`config.mk`:
```
export PLATFORM = sky130hd
export DESIGN_NAME = ram_host_arbiter
export DESIGN_NICKNAME = d
export VERILOG_FILES = /design/src/rtl/simple_system_pkg.sv /design/src/rtl/rsp_id_fifo.sv /design/src/rtl/ram_host_arbiter.sv
export SDC_FILE = /design/constraint.sdc
export NUM_CORES = 1
export LEC_CHECK = 0
export CAP_MARGIN = 20
export CORE_AREA = 2 2 124 126
export DETAILED_ROUTE_END_ITERATION = 8
export DIE_AREA = 0 0 126 128
export SETUP_SLACK_MARGIN = 0.02
export SLEW_MARGIN = 10
export SYNTH_ARGS = -nofsm -noshare
export SYNTH_HDL_FRONTEND = slang
export SYNTH_SLANG_ARGS = --single-unit
```
`constraint.sdc`:
```
create_clock -name clk_i -period 2.57 [get_ports clk_i]
set_clock_uncertainty 0.1 [all_clocks]
set_input_delay 0.257 -clock clk_i [delete_from_list [all_inputs] [get_ports clk_i]]
set_output_delay 0.257 -clock clk_i [all_outputs]
set_load 0.02 [all_outputs]
```
`src/rtl/simple_system_pkg.sv`:
```
// Shared definitions for the simple-system bus fabric.
//   bus_host_e            : host index assignment on the shared RAM port
//   DefaultMaxOutstanding : default depth of the response-routing ID FIFO
//   idx_width()           : width of an index into n entries, at least 1 bit
package simple_system_pkg;

  typedef enum logic [1:0] {
    CoreI  = 2'd0,
    CoreD  = 2'd1,
    Loader = 2'd2
  } bus_host_e;

  localparam int unsigned DefaultMaxOutstanding = 2;

  function automatic int unsigned idx_width(input int unsigned n);
    return (n > 1) ? $clog2(n) : 1;
  endfunction

endpackage

```
`src/rtl/rsp_id_fifo.sv`:
```
// In-order FIFO of host indices for requests that are still awaiting a response.
//   clk_i, rst_i : clock, asynchronous active-high reset
//   push_i       : store push_id_i (ignored when full)
//   pop_i        : drop the head entry (ignored when empty)
//   full_o       : Depth entries held
//   empty_o      : no entries held
//   head_o       : oldest stored index
// With a single host every stored index is 0, so head_o is constant 0.
module rsp_id_fifo
  import simple_system_pkg::*;
#(
  parameter int unsigned Depth = DefaultMaxOutstanding,
  parameter int unsigned Width = 1
) (
  input  logic             clk_i,
  input  logic             rst_i,
  input  logic             push_i,
  input  logic [Width-1:0] push_id_i,
  input  logic             pop_i,
  output logic             full_o,
  output logic             empty_o,
  output logic [Width-1:0] head_o
);

  localparam int unsigned PtrW = idx_width(Depth);
  localparam int unsigned CntW = $clog2(Depth + 1);

  logic [Width-1:0] mem_q [Depth];
  logic [PtrW-1:0]  wptr_q, wptr_d, rptr_q, rptr_d;
  logic [CntW-1:0]  cnt_q, cnt_d;
  logic             do_push, do_pop;

  function automatic logic [PtrW-1:0] next_ptr(input logic [PtrW-1:0] p);
    return (p == PtrW'(Depth - 1)) ? '0 : p + 1'b1;
  endfunction

  assign full_o  = (cnt_q == CntW'(Depth));
  assign empty_o = (cnt_q == '0);
  assign head_o  = mem_q[rptr_q];
  assign do_push = push_i && !full_o;
  assign do_pop  = pop_i && !empty_o;

  // NOTE: every variable assigned in always_comb gets a default first so no latch is inferred.
  always_comb begin
    wptr_d = do_push ? next_ptr(wptr_q) : wptr_q;
    rptr_d = do_pop  ? next_ptr(rptr_q) : rptr_q;
    cnt_d  = cnt_q;
    case ({do_push, do_pop})
      2'b10:   cnt_d = cnt_q + 1'b1;
      2'b01:   cnt_d = cnt_q - 1'b1;
      default: cnt_d = cnt_q;
    endcase
  end

  // NOTE: sequential state uses non-blocking assignments so all registers update together.
  always_ff @(posedge clk_i or posedge rst_i) begin
    if (rst_i) begin
      wptr_q <= '0;
      rptr_q <= '0;
      cnt_q  <= '0;
      // NOTE: this storage is a handful of flops, so it is reset to keep head_o defined from time zero.
      for (int i = 0; i < int'(Depth); i++) mem_q[i] <= '0;
    end else begin
      wptr_q <= wptr_d;
      rptr_q <= rptr_d;
      cnt_q  <= cnt_d;
      if (do_push) mem_q[wptr_q] <= push_id_i;
    end
  end

endmodule

```
`src/rtl/ram_host_arbiter.sv`:
```
// Round-robin arbiter sharing one request/response memory port between hosts.
//   clk_i, rst_i      : clock, asynchronous active-high reset
//   host_*_i / _o     : per-host request (req/addr/we/be/wdata), grant, response
//   device_*_o        : request muxed from the winning host
//   device_gnt_i      : device accepts the current request
//   device_rvalid_i.. : in-order device response, routed via the ID FIFO head
//   stray_rvalid_o    : response arrived with nothing outstanding
module ram_host_arbiter
  import simple_system_pkg::*;
#(
  parameter int unsigned NrHosts        = 2,
  parameter int unsigned DataWidth      = 32,
  parameter int unsigned AddrWidth      = 32,
  parameter int unsigned MaxOutstanding = DefaultMaxOutstanding
) (
  input  logic                   clk_i,
  input  logic                   rst_i,
  input  logic                   host_req_i    [NrHosts],
  output logic                   host_gnt_o    [NrHosts],
  input  logic [AddrWidth-1:0]   host_addr_i   [NrHosts],
  input  logic                   host_we_i     [NrHosts],
  input  logic [DataWidth/8-1:0] host_be_i     [NrHosts],
  input  logic [DataWidth-1:0]   host_wdata_i  [NrHosts],
  output logic                   host_rvalid_o [NrHosts],
  output logic [DataWidth-1:0]   host_rdata_o  [NrHosts],
  output logic                   host_err_o    [NrHosts],
  output logic                   device_req_o,
  output logic [AddrWidth-1:0]   device_addr_o,
  output logic                   device_we_o,
  output logic [DataWidth/8-1:0] device_be_o,
  output logic [DataWidth-1:0]   device_wdata_o,
  input  logic                   device_gnt_i,
  input  logic                   device_rvalid_i,
  input  logic [DataWidth-1:0]   device_rdata_i,
  input  logic                   device_err_i,
  output logic                   stray_rvalid_o
);

  // Host index width; one bit even for a single host so the FIFO keeps a real port.
  localparam int unsigned IdxW = idx_width(NrHosts);

  logic [IdxW-1:0] rr_q, rr_d;
  logic [IdxW-1:0] winner;
  logic [IdxW-1:0] head;
  logic            any_req, accept, fifo_full, fifo_empty;
  int unsigned     cand;

  // Priority search over the request vector rotated to start at rr_q.
  always_comb begin
    winner  = '0;
    any_req = 1'b0;
    cand    = 0;
    for (int unsigned k = 0; k < NrHosts; k++) begin
      cand = (int'(rr_q) + k) % NrHosts;
      if (!any_req && host_req_i[cand]) begin
        any_req = 1'b1;
        winner  = IdxW'(cand);
      end
    end
  end

  // Full comes from the registered count only: a same-cycle pop does not free a slot.
  assign device_req_o   = any_req && !fifo_full && !rst_i;
  assign accept         = device_req_o && device_gnt_i;
  assign device_addr_o  = device_req_o ? host_addr_i[winner]  : '0;
  assign device_we_o    = device_req_o ? host_we_i[winner]    : 1'b0;
  assign device_be_o    = device_req_o ? host_be_i[winner]    : '0;
  assign device_wdata_o = device_req_o ? host_wdata_i[winner] : '0;
  assign stray_rvalid_o = device_rvalid_i && fifo_empty;

  always_comb begin
    for (int unsigned h = 0; h < NrHosts; h++) begin
      host_gnt_o[h]    = accept && (winner == IdxW'(h));
      host_rvalid_o[h] = device_rvalid_i && !fifo_empty && (head == IdxW'(h));
      host_err_o[h]    = device_rvalid_i && !fifo_empty && (head == IdxW'(h)) && device_err_i;
      host_rdata_o[h]  = device_rdata_i;
    end
  end

  // Pointer only advances past a host that was actually accepted.
  assign rr_d = !accept                           ? rr_q :
                (winner == IdxW'(NrHosts - 1))    ? '0   : winner + 1'b1;

  always_ff @(posedge clk_i or posedge rst_i) begin
    if (rst_i) rr_q <= '0;
    else       rr_q <= rr_d;
  end

  rsp_id_fifo #(
    .Depth (MaxOutstanding),
    .Width (IdxW)
  ) u_id_fifo (
    .clk_i     (clk_i),
    .rst_i     (rst_i),
    .push_i    (accept),
    .push_id_i (winner),
    .pop_i     (device_rvalid_i),
    .full_o    (fifo_full),
    .empty_o   (fifo_empty),
    .head_o    (head)
  );

endmodule
```
Word-level counts from Yosys, hierarchy flattened
Cells that the tools add are included.

storage, ports and cells
  register bits after elaboration = 7
  bits in read-only memories = 0
  latch bits = 0
  input bits = 177
  logic and storage cells = 84
  output and inout port bits = 141
  memories = 0
  memory bits (writable) = 0

cells by class
  multiplexer cells = 36
  bitwise gates (word level) = 7
  $add $sub $neg = 6
  multipliers = 0
  equal/unequal tests = 3
  shift-type cells = 0
  divide/modulo/power cells = 0
  reductions and logical operators = 20
  $lt $le $gt $ge = 6

operators by type and width
  kind                                                                                  number
  32-bit 2-to-1 mux                                                                     8
  33-bit by 2-bit greater-or-equal comparator with 1-bit output, second input constant  2
  1-bit inverter with 33-bit output                                                     2
  1-bit 2-to-1 mux                                                                      21
  4-bit 2-to-1 mux                                                                      4
  1-bit logical AND                                                                     14
  2-bit greater-or-equal comparator, second input constant                              3
  1-bit inverter with 2-bit output                                                      3
  1-bit adder, second input constant                                                    4
  2-bit equality test, second input constant                                            2
  1-bit logical NOT                                                                     4
  2-bit one-hot mux with 2 select lines                                                 1
  2-bit by 1-bit adder with 2-bit output, second input constant                         1
  2-bit bitwise mux                                                                     1
  2-bit by 1-bit equality test with 1-bit output, second input constant                 1
  2-bit logical NOT                                                                     1
  2-bit by 1-bit < comparator with 1-bit output, second input constant                  1
  1-bit inverter                                                                        2
  2-bit nonzero test                                                                    1
  2-bit by 1-bit subtractor with 2-bit output, second input constant                    1
  1-bit demux with 1-bit select                                                         1

Longest topological paths before layout
Gate-level depths: netlist of the first run.

  depth after elaboration = 14
  gate-level depth with buffers = 8
  mapped depth without buffers = 7

Modules after synthesis
From an unflattened synthesis of the first run, not the netlist that was laid out.

unflattened totals
  cell total of the unflattened synthesis = 360
  area, all modules = 2416.1 µm²

modules (own cells, without submodules)
  module            times used  cells each  seq. area each (µm²)  area an instance (µm²)
  ram_host_arbiter  1           336         25.0                  2129.5
  rsp_id_fifo       1           24          150.1                 286.5

Worst setup path after synthesis of the first run
OpenSTA, ideal clock, no wires.

  path type = reg-to-reg
  from = reg u_id_fifo.cnt_q[1]
  to = reg u_id_fifo.cnt_q[1]
  data arrival time = 1.617 ns
  required time = 2.391 ns
  buffers on the path = 0
  library setup time = 0.079 ns
  slack = 0.773 ns
  period minus slack after synthesis = 1.797 ns
  stages on the path, launching flop included = 7
  path through = dfrtp_1 -> nor2b_1 -> nor3_1 -> inv_1 -> ha_1 -> nor2_1 -> xor2_1

on the way
  longest elaborated chain between the ends = 8
  elaborated cells between the ends (all ways) = 15
  those cells by class = 2 x add/sub; 3 x eq/ne; 1 x mux; 9 x reduce/logical

RTL lines
  item                                                                                   RTL line                                   text
  from (decl)                                                                            rsp_id_fifo.sv:30                          logic [CntW-1:0] cnt_q, cnt_d;
  from (signal assigned)                                                                 rsp_id_fifo.sv:66                          cnt_q <= cnt_d;
  2-bit equality test                                                                    rsp_id_fifo.sv:37                          assign full_o = (cnt_q == CntW'(Depth));
  1-bit logical NOT                                                                      rsp_id_fifo.sv:40, ram_host_arbiter.sv:63
  1-bit logical AND (2 in a row)                                                         ram_host_arbiter.sv:63                     assign device_req_o = any_req && !fifo_full && !rst_i;
  1-bit logical AND                                                                      ram_host_arbiter.sv:64                     assign accept = device_req_o && device_gnt_i;
  1-bit logical AND                                                                      rsp_id_fifo.sv:40                          assign do_push = push_i && !full_o;
  2-bit by 1-bit equality test with 1-bit output or 2-bit equality test (tied branches)  rsp_id_fifo.sv:48                          case ({do_push, do_pop})
  2-bit one-hot mux with 2 select lines or 2-bit nonzero test (tied branches)            n/a

Parallel ways exist; a longest one is shown, timed or not.
A chain may end at the register's enable or synchronous reset.

Worst setup path in the final report of the first run
  from = reg u_id_fifo.cnt_q[1]
  to = out device_req_o

on the way
  longest elaborated chain between the ends = 4

RTL lines
  item                            RTL line                text
  2-bit equality test             rsp_id_fifo.sv:37
  1-bit logical NOT               ram_host_arbiter.sv:63
  1-bit logical AND (2 in a row)  ram_host_arbiter.sv:63
  to (decl)                       ram_host_arbiter.sv:27  output logic device_req_o,

No other way between the ends.

==> results_dict.tcl, run 1 <==
set metrics [dict create \
    status "complete, no violations" \
    synthCells 359 \
    slew_violations 0 \
    detail_route.vias_per_cell 4.73 \
    rr_endpoint "u_id_fifo.cnt_q[1]" \
    r2r_slack_ns 0.68 \
    cts_sinks 7 \
    first_pass_iters 4 \
    insertion_delay_ns 0.23 \
    power_frac_clock 0.117 \
    cts_tree "done" \
    syn-cell-area_um2 2580 \
    grt_pass1_wl_um 17600 \
    final_cell_area_um2 4540 \
    io_pins 318 \
    final.period_utilization 0.967 \
    gp_congestion 0.808 \
    routedWlPerCell_um 16.9 \
    p_int_mw 1.13 \
    drt.antenna.violating_nets 0 \
    fp.dieW_um 126 \
    drive_above_1_share 0.200 \
    grt_remaining_overflow 0 \
    drt_wl_total_um 11500 \
    fillCellCount 1613 \
    power_switching_mw 1.18 \
    maxCapViolCount 0 \
    setup_violations 0 \
    die_h_um 128 \
    grt_max_degree 40 \
    finalCriticalPeriod_ns 2.49 \
    pre_cts_slack_ns -0.0112 \
    placed_cells 675 \
    synthAdderAreaFrac 0.00484 \
    hold_viol_final 0 \
    place_area_um2 4540 \
    async_flop_share 1.00 \
    setup.worst_path.start "u_id_fifo.cnt_q[1]" \
    cp_max_fo 33 \
    core_area_um2 14900 \
    area_delta_synth_final_pct 75.7 \
    syn_avg_cell_area_um2 7.20 \
    ys_seq_area_frac 0.0678 \
    die-area_um2 16100 \
    synth_nets 537 \
    rows 45 \
    ff_latch_area_um2 176 \
    cp.arrival_ns 2.13 \
    synth_compound_area_frac 0.572 \
    p_comb_frac 0.787 \
    synth_mux_area_frac 0.0165 \
    hold_class "input pin to asynchronous set/reset pin" \
    drt_iter0_markers 130 \
    cts-root-buf "clkbuf_16" \
    tightest_slew_ns 0.435 \
    fmax_ghz 0.402 \
    rsz0062_at_grt "no" \
    tns_ns 0 \
    powerDensity_nw_per_um2 508 \
    crit_type "register to output port" \
    hpwl_um 8720 \
    synth_edf_count 0 \
    end_kind "output port" \
    ys_seq_elements 7 \
    reg2reg_depth 7 \
    portBuffers 221 \
    multi_input_area_um2 1680 \
    seq_power_share 0.096 \
    synth_top_family_by_area "compound AO/OA/AOI/OAI gates" \
    required_ns 2.21 \
    htree_levels 1 \
    yosysWarnings 0 \
    track_usage 0.132 \
    ys.flop_type "dfrtp_1" \
    dr_total_vias 3213 \
    instances_no_fill 679 \
    nets 670 \
    synthXorXnorAreaFrac 0.0169 \
    peakVddDrop_mv 0.278 \
    clk_pin_slew_worst_paths_ns 0.04 \
    grt_pass1_vias 3357 \
    synthSimpleGateAreaFrac 0.0368 \
    synthDistinctLibCells 29 \
    setup_ws_ns 0.0838 \
    whs_ns 0.360 \
    swShare 0.509 \
    antenna_found_initial 0 \
    antenna_cells 0 \
    drc 0 \
    worst_setup_path_start_kind "register" \
    numCtsBuffers 3 \
    cp-endpoint "device_req_o" \
    slew-limit-headroom 0.707 \
    reg2reg_from "u_id_fifo.cnt_q[1]" \
    cts_buffer_depth 2 \
    total_power_mw 2.31 \
    holdBufCountCts 0 \
    fin_util 0.305 \
    start_util 0.174 \
    p_leak_nw 1.70 \
]
[power by group through the flow]
stage               clock network [mW]  logic, mW  registers (mW)
finish                           0.271       1.81           0.222
global route                     0.282       1.96           0.230
CTS                              0.276       1.83           0.222
detailed placement                   0       1.94           0.224
global placement                     0       1.90           0.222
floorplan                            0       1.27           0.204
[critical path, cell delays in order (launching register included)]
cell and delay [ns]:
dfrtp_1 0.41, nor2b_1 0.19, or3_4 0.42, buf_12 0.20
inv_2 0.06, clkdlybuf4s50_1 0.59
[layer usage]
layer / wire length, um / vias to the layer above / GRT usage
met5: 0 / - / 0
met2: 5410 / 169 / 0.230
met1: 4650 / 1483 / 0.155
met4: 378 / 0 / 0.0491
met3: 1020 / 41 / 0.0363
li1: - / 1520 / -
[cell usage after synthesis (2+ instances only)]
cell type / count / area (um2)
buf_4: 65 / 488
o21ai_0: 70 / 350
a21oi_2: 69 / 604
buf_2: 3 / 15.0
buf_6: 7 / 78.8
dfrtp_1: 7 / 175
inv_1: 5 / 18.8
and2_1: 2 / 12.5
o211ai_1: 69 / 518
xor2_1: 2 / 17.5
mux2i_1: 2 / 20.0
nor2_1: 5 / 18.8
xnor2_1: 3 / 26.3
clkbuf_1: 33 / 124
mux2_2: 2 / 22.5
nor2b_1: 2 / 12.5
[what timing repair did]
action                                 in CTS  in global routing
setup endpoints to repair                  69                  1
buffers inserted                            0                  0
endpoints found under the hold margin       0                  0
resized for setup                          69                  1
[worst min-delay path by stage]
| stage | from | endpoint |
|---|---|---|
| 2_1_floorplan | rst_i | rr_q |
| 3_3_place_gp | u_id_fifo.wptr_q | u_id_fifo.wptr_q |
| 3_5_place_dp | u_id_fifo.wptr_q | u_id_fifo.wptr_q |
| 4_1_cts | rst_i | u_id_fifo.mem_q[1] |
| 5_1_grt | rst_i | u_id_fifo.mem_q[1] |
| 6_report | rst_i | u_id_fifo.wptr_q |
[sequential cells by signal (all words and copies together), names as in the netlist]
register / count
rr_q: 1
u_id_fifo.mem_q: 2
u_id_fifo.rptr_q: 1
u_id_fifo.wptr_q: 1
u_id_fifo.cnt_q: 2
[cell families after synthesis]
family,count (synthesis)
simple gates,17
compound gates,209
xor+xnor,5
buf+inv,116
flops,7
mux,4
fa+ha+maj,1
[layout by cell type, fill, tap and decap left out]
cell             count
a21oi_2             69
and2_1               2
and2b_2              1
and3_1               1
buf_12               8
buf_2                1
buf_4                8
clkbuf_16            3
clkdlybuf4s50_1    150
clkinv_2             1
dfrtp_1              6
dfrtp_2              1
dlygate4sd2_1       69
dlymetal6s2s_1       1
ha_1                 1
inv_1                4
inv_2                3
mux2_2               2
mux2i_1              2
nand2_1              1
nor2_1               5
nor2b_1              2
nor3_1               1
nor3b_1              1
nor4_1               1
nor4b_1              1
o211ai_1            69
o21ai_0             70
o21ai_1              1
or3_4                1
xnor2_1              3
xor2_1               2
[cell type report]
type                            count  area share
Tap cell                          188      0.0518
Sequential cell                     7      0.0389
Clock buffer                        3      0.0165
Clock inverter                      1     0.00110
Inverter                            7     0.00579
Multi-Input combinational cell    236       0.370
Timing Repair Buffer              237       0.516
No activity file was read; power rests on OpenSTA's default activity.
==> inputs of run 2 (changes only) <==
--- a/config.mk
+++ b/config.mk
@@ -6,11 +6,12 @@
 export NUM_CORES = 1
 export LEC_CHECK = 0
 export CAP_MARGIN = 20
-export CORE_AREA = 2 2 124 126
+export CORE_AREA = 2 2 122 124
 export DETAILED_ROUTE_END_ITERATION = 8
-export DIE_AREA = 0 0 126 128
-export SETUP_SLACK_MARGIN = 0.02
+export DIE_AREA = 0 0 124 126
+export SETUP_SLACK_MARGIN = 0.1
 export SLEW_MARGIN = 10
 export SYNTH_ARGS = -nofsm -noshare
 export SYNTH_HDL_FRONTEND = slang
+export SYNTH_HIERARCHICAL = 1
 export SYNTH_SLANG_ARGS = --single-unit
==> results_dict.tcl, run 2 <==
set metrics [dict create \
    synth_mux_area_frac 0.0140 \
    status "complete, no violations" \
    finalCriticalPeriod_ns 2.32 \
    layout_commonest_cell "clkdlybuf4s50_1" \
    crit_top_cell "buf_4" \
    grt_pass1_vias 3122 \
    setup_ws_ns 0.246 \
    synthXorXnorAreaFrac 0.0181 \
    synthSimpleGateAreaFrac 0.0585 \
    detail_route.vias_per_cell 4.78 \
    grt_remaining_overflow 0 \
    synthAdderAreaFrac 0.00518 \
    core_area_um2 14300 \
    io_pins 318 \
    p_int_mw 1.14 \
    end_kind "output port" \
    drt_wl_total_um 10800 \
    crit_chain "nand2b_2, inv_1, nor2_1, buf_4, nand2_8, inv_2, buf_4, clkdlybuf4s50_1" \
    hpwl_um 8090 \
    p_leak_nw 2.05 \
    power_frac_clock 0.119 \
    power_switching_mw 1.06 \
    ys_seq_area_frac 0.0725 \
    drt_iter0_markers 106 \
    antenna_found_initial 0 \
    area_delta_synth_final_pct 82.1 \
    cts_sinks 7 \
    drive_above_1_share 0.0650 \
    synthTopCellsByArea "o211ai_1, buf_4, a21oi_1" \
    mostFrequentLayoutCells "clkdlybuf4s50_1, o211ai_1, a21oi_1" \
    htree_levels 1 \
    syn_avg_cell_area_um2 6.71 \
    tightest_slew_ns 0.410 \
    synth_nets 538 \
    gp_congestion 0.781 \
    required_ns 2.21 \
    synthCells 360 \
    total_power_mw 2.20 \
    r2r_slack_ns 0.52 \
    rsz0062_at_grt "no" \
    slew-limit-headroom 0.726 \
    fmax_ghz 0.430 \
    yosysWarnings 6 \
    instances_no_fill 676 \
    max_stage_delay_ns 0.63 \
    fp.dieW_um 124 \
    cp_max_fo 11 \
    portBuffers 221 \
    dr_total_vias 3229 \
    p_comb_frac 0.780 \
    die_h_um 126 \
    drt.antenna.violating_nets 0 \
    tns_ns 0 \
    critPathBufInv 5 \
    ys_seq_elements 7 \
    ys.flop_type "dfrtp_1" \
    synthDistinctLibCells 36 \
    pre_cts_slack_ns 0.0000835 \
    hold_class "input pin to asynchronous set/reset pin" \
    peakVddDrop_mv 0.334 \
    crit_type "register to output port" \
    swShare 0.483 \
    start_util 0.169 \
    fin_util 0.307 \
    final.period_utilization 0.904 \
    seq_power_share 0.102 \
    synth_edf_count 0 \
    antenna_cells 0 \
    grt_max_degree 55 \
    synth_top_family_by_area "compound AO/OA/AOI/OAI gates" \
    slew_violations 0 \
    routedWlPerCell_um 16.0 \
    grt_pass1_wl_um 15600 \
    hold_viol_final 0 \
    post_cts_buffers 0 \
    placed_cells 672 \
    whs_ns 0.157 \
    die-area_um2 15600 \
    cts_tree "done" \
    nets 671 \
    critPathTopFamily "buffers and inverters" \
    maxCapViolCount 0 \
    first_pass_iters 4 \
    synth_compound_area_frac 0.507 \
    drc 0 \
    powerDensity_nw_per_um2 500 \
    syn-cell-area_um2 2420 \
    async_flop_share 1.00 \
    synth_top_area_cell "o211ai_1" \
    clk_pin_slew_worst_paths_ns 0.04 \
    setup_violations 0 \
    ys_top_cells_by_count "o211ai_1, a21oi_1, buf_4, o21ai_0, clkbuf_1" \
    worst_path_max_delay_cell "clkdlybuf4s50_1" \
    cts_buffer_depth 2 \
    reg_top3 "u_id_fifo/cnt_q x2, u_id_fifo/mem_q x2" \
    cp.arrival_ns 1.97 \
    rows 44 \
    place_area_um2 4310 \
    synth.top_cell.area_share 0.214 \
    cts-root-buf "clkbuf_16" \
    numCtsBuffers 3 \
    worst_setup_path_start_kind "register" \
    insertion_delay_ns 0.23 \
    yosysMostFrequentCell "o211ai_1" \
    final_cell_area_um2 4400 \
    track_usage 0.122 \
]
## run 2: cell count changes in the layout (fill, tap and decap cells not counted), sizes merged, moves of 2 or more
cell,change
a31oi,+2
clkbuf,+2
dlygate4sd2,-27
dlymetal6s2s,+27
mux2i,-2
o21ai,-2
## run 2: kinds of logic after synthesis
group	Yosys count
adders and majority gates	1
muxes	3
buffers and inverters	115
and+or+nand+nor	20
AOI/OAI and AO/OA	209
xor gates and xnor gates	5
DFF	7
## run 2: layout make-up
type / instances / area, um2
multi-input cells: 238 / 1460
inverters: 7 / 26.3
flip-flops and latches: 7 / 176
clock buffers: 4 / 78.8
well taps: 184 / 230
fillers: 1558 / 9910
repair buffers: 236 / 2430
## run 2: layer usage
layer	GRT usage	wire length, um
met3	0.0263	1110
met2	0.227	5380
met1	0.137	4090
met4	0.0337	217
met5	0	0
## run 2: final timing paths
path	startpoint	end	cells past startpoint
setup / recovery	u_id_fifo/cnt_q[0]	device_req_o	8
hold / removal	rst_i	rr_q	2
setup reg to reg	u_id_fifo/cnt_q[0]	u_id_fifo/cnt_q[1]	10
hold reg to reg	u_id_fifo/rptr_q	u_id_fifo/rptr_q	1
max in group asynchronous	rst_i	u_id_fifo/wptr_q	2
min in group clk_i	u_id_fifo/rptr_q	u_id_fifo/rptr_q	1
## run 2: power groups by stage
stage	registers (mW)	logic [mW]	clock network, mW
floorplan	0.203	1.18	0
global placement	0.222	1.78	0
detailed placement	0.226	1.80	0
CTS	0.225	1.74	0.267
global route	0.232	1.85	0.275
finish	0.224	1.72	0.261
## run 2: repair_timing
| item | in CTS | in global routing |
|---|---|---|
| gates resized for setup | 43 | 30 |
| endpoints found under the setup margin | 43 | 29 |
| pin swaps | 0 | 0 |
| hold buffers | 0 | 0 |
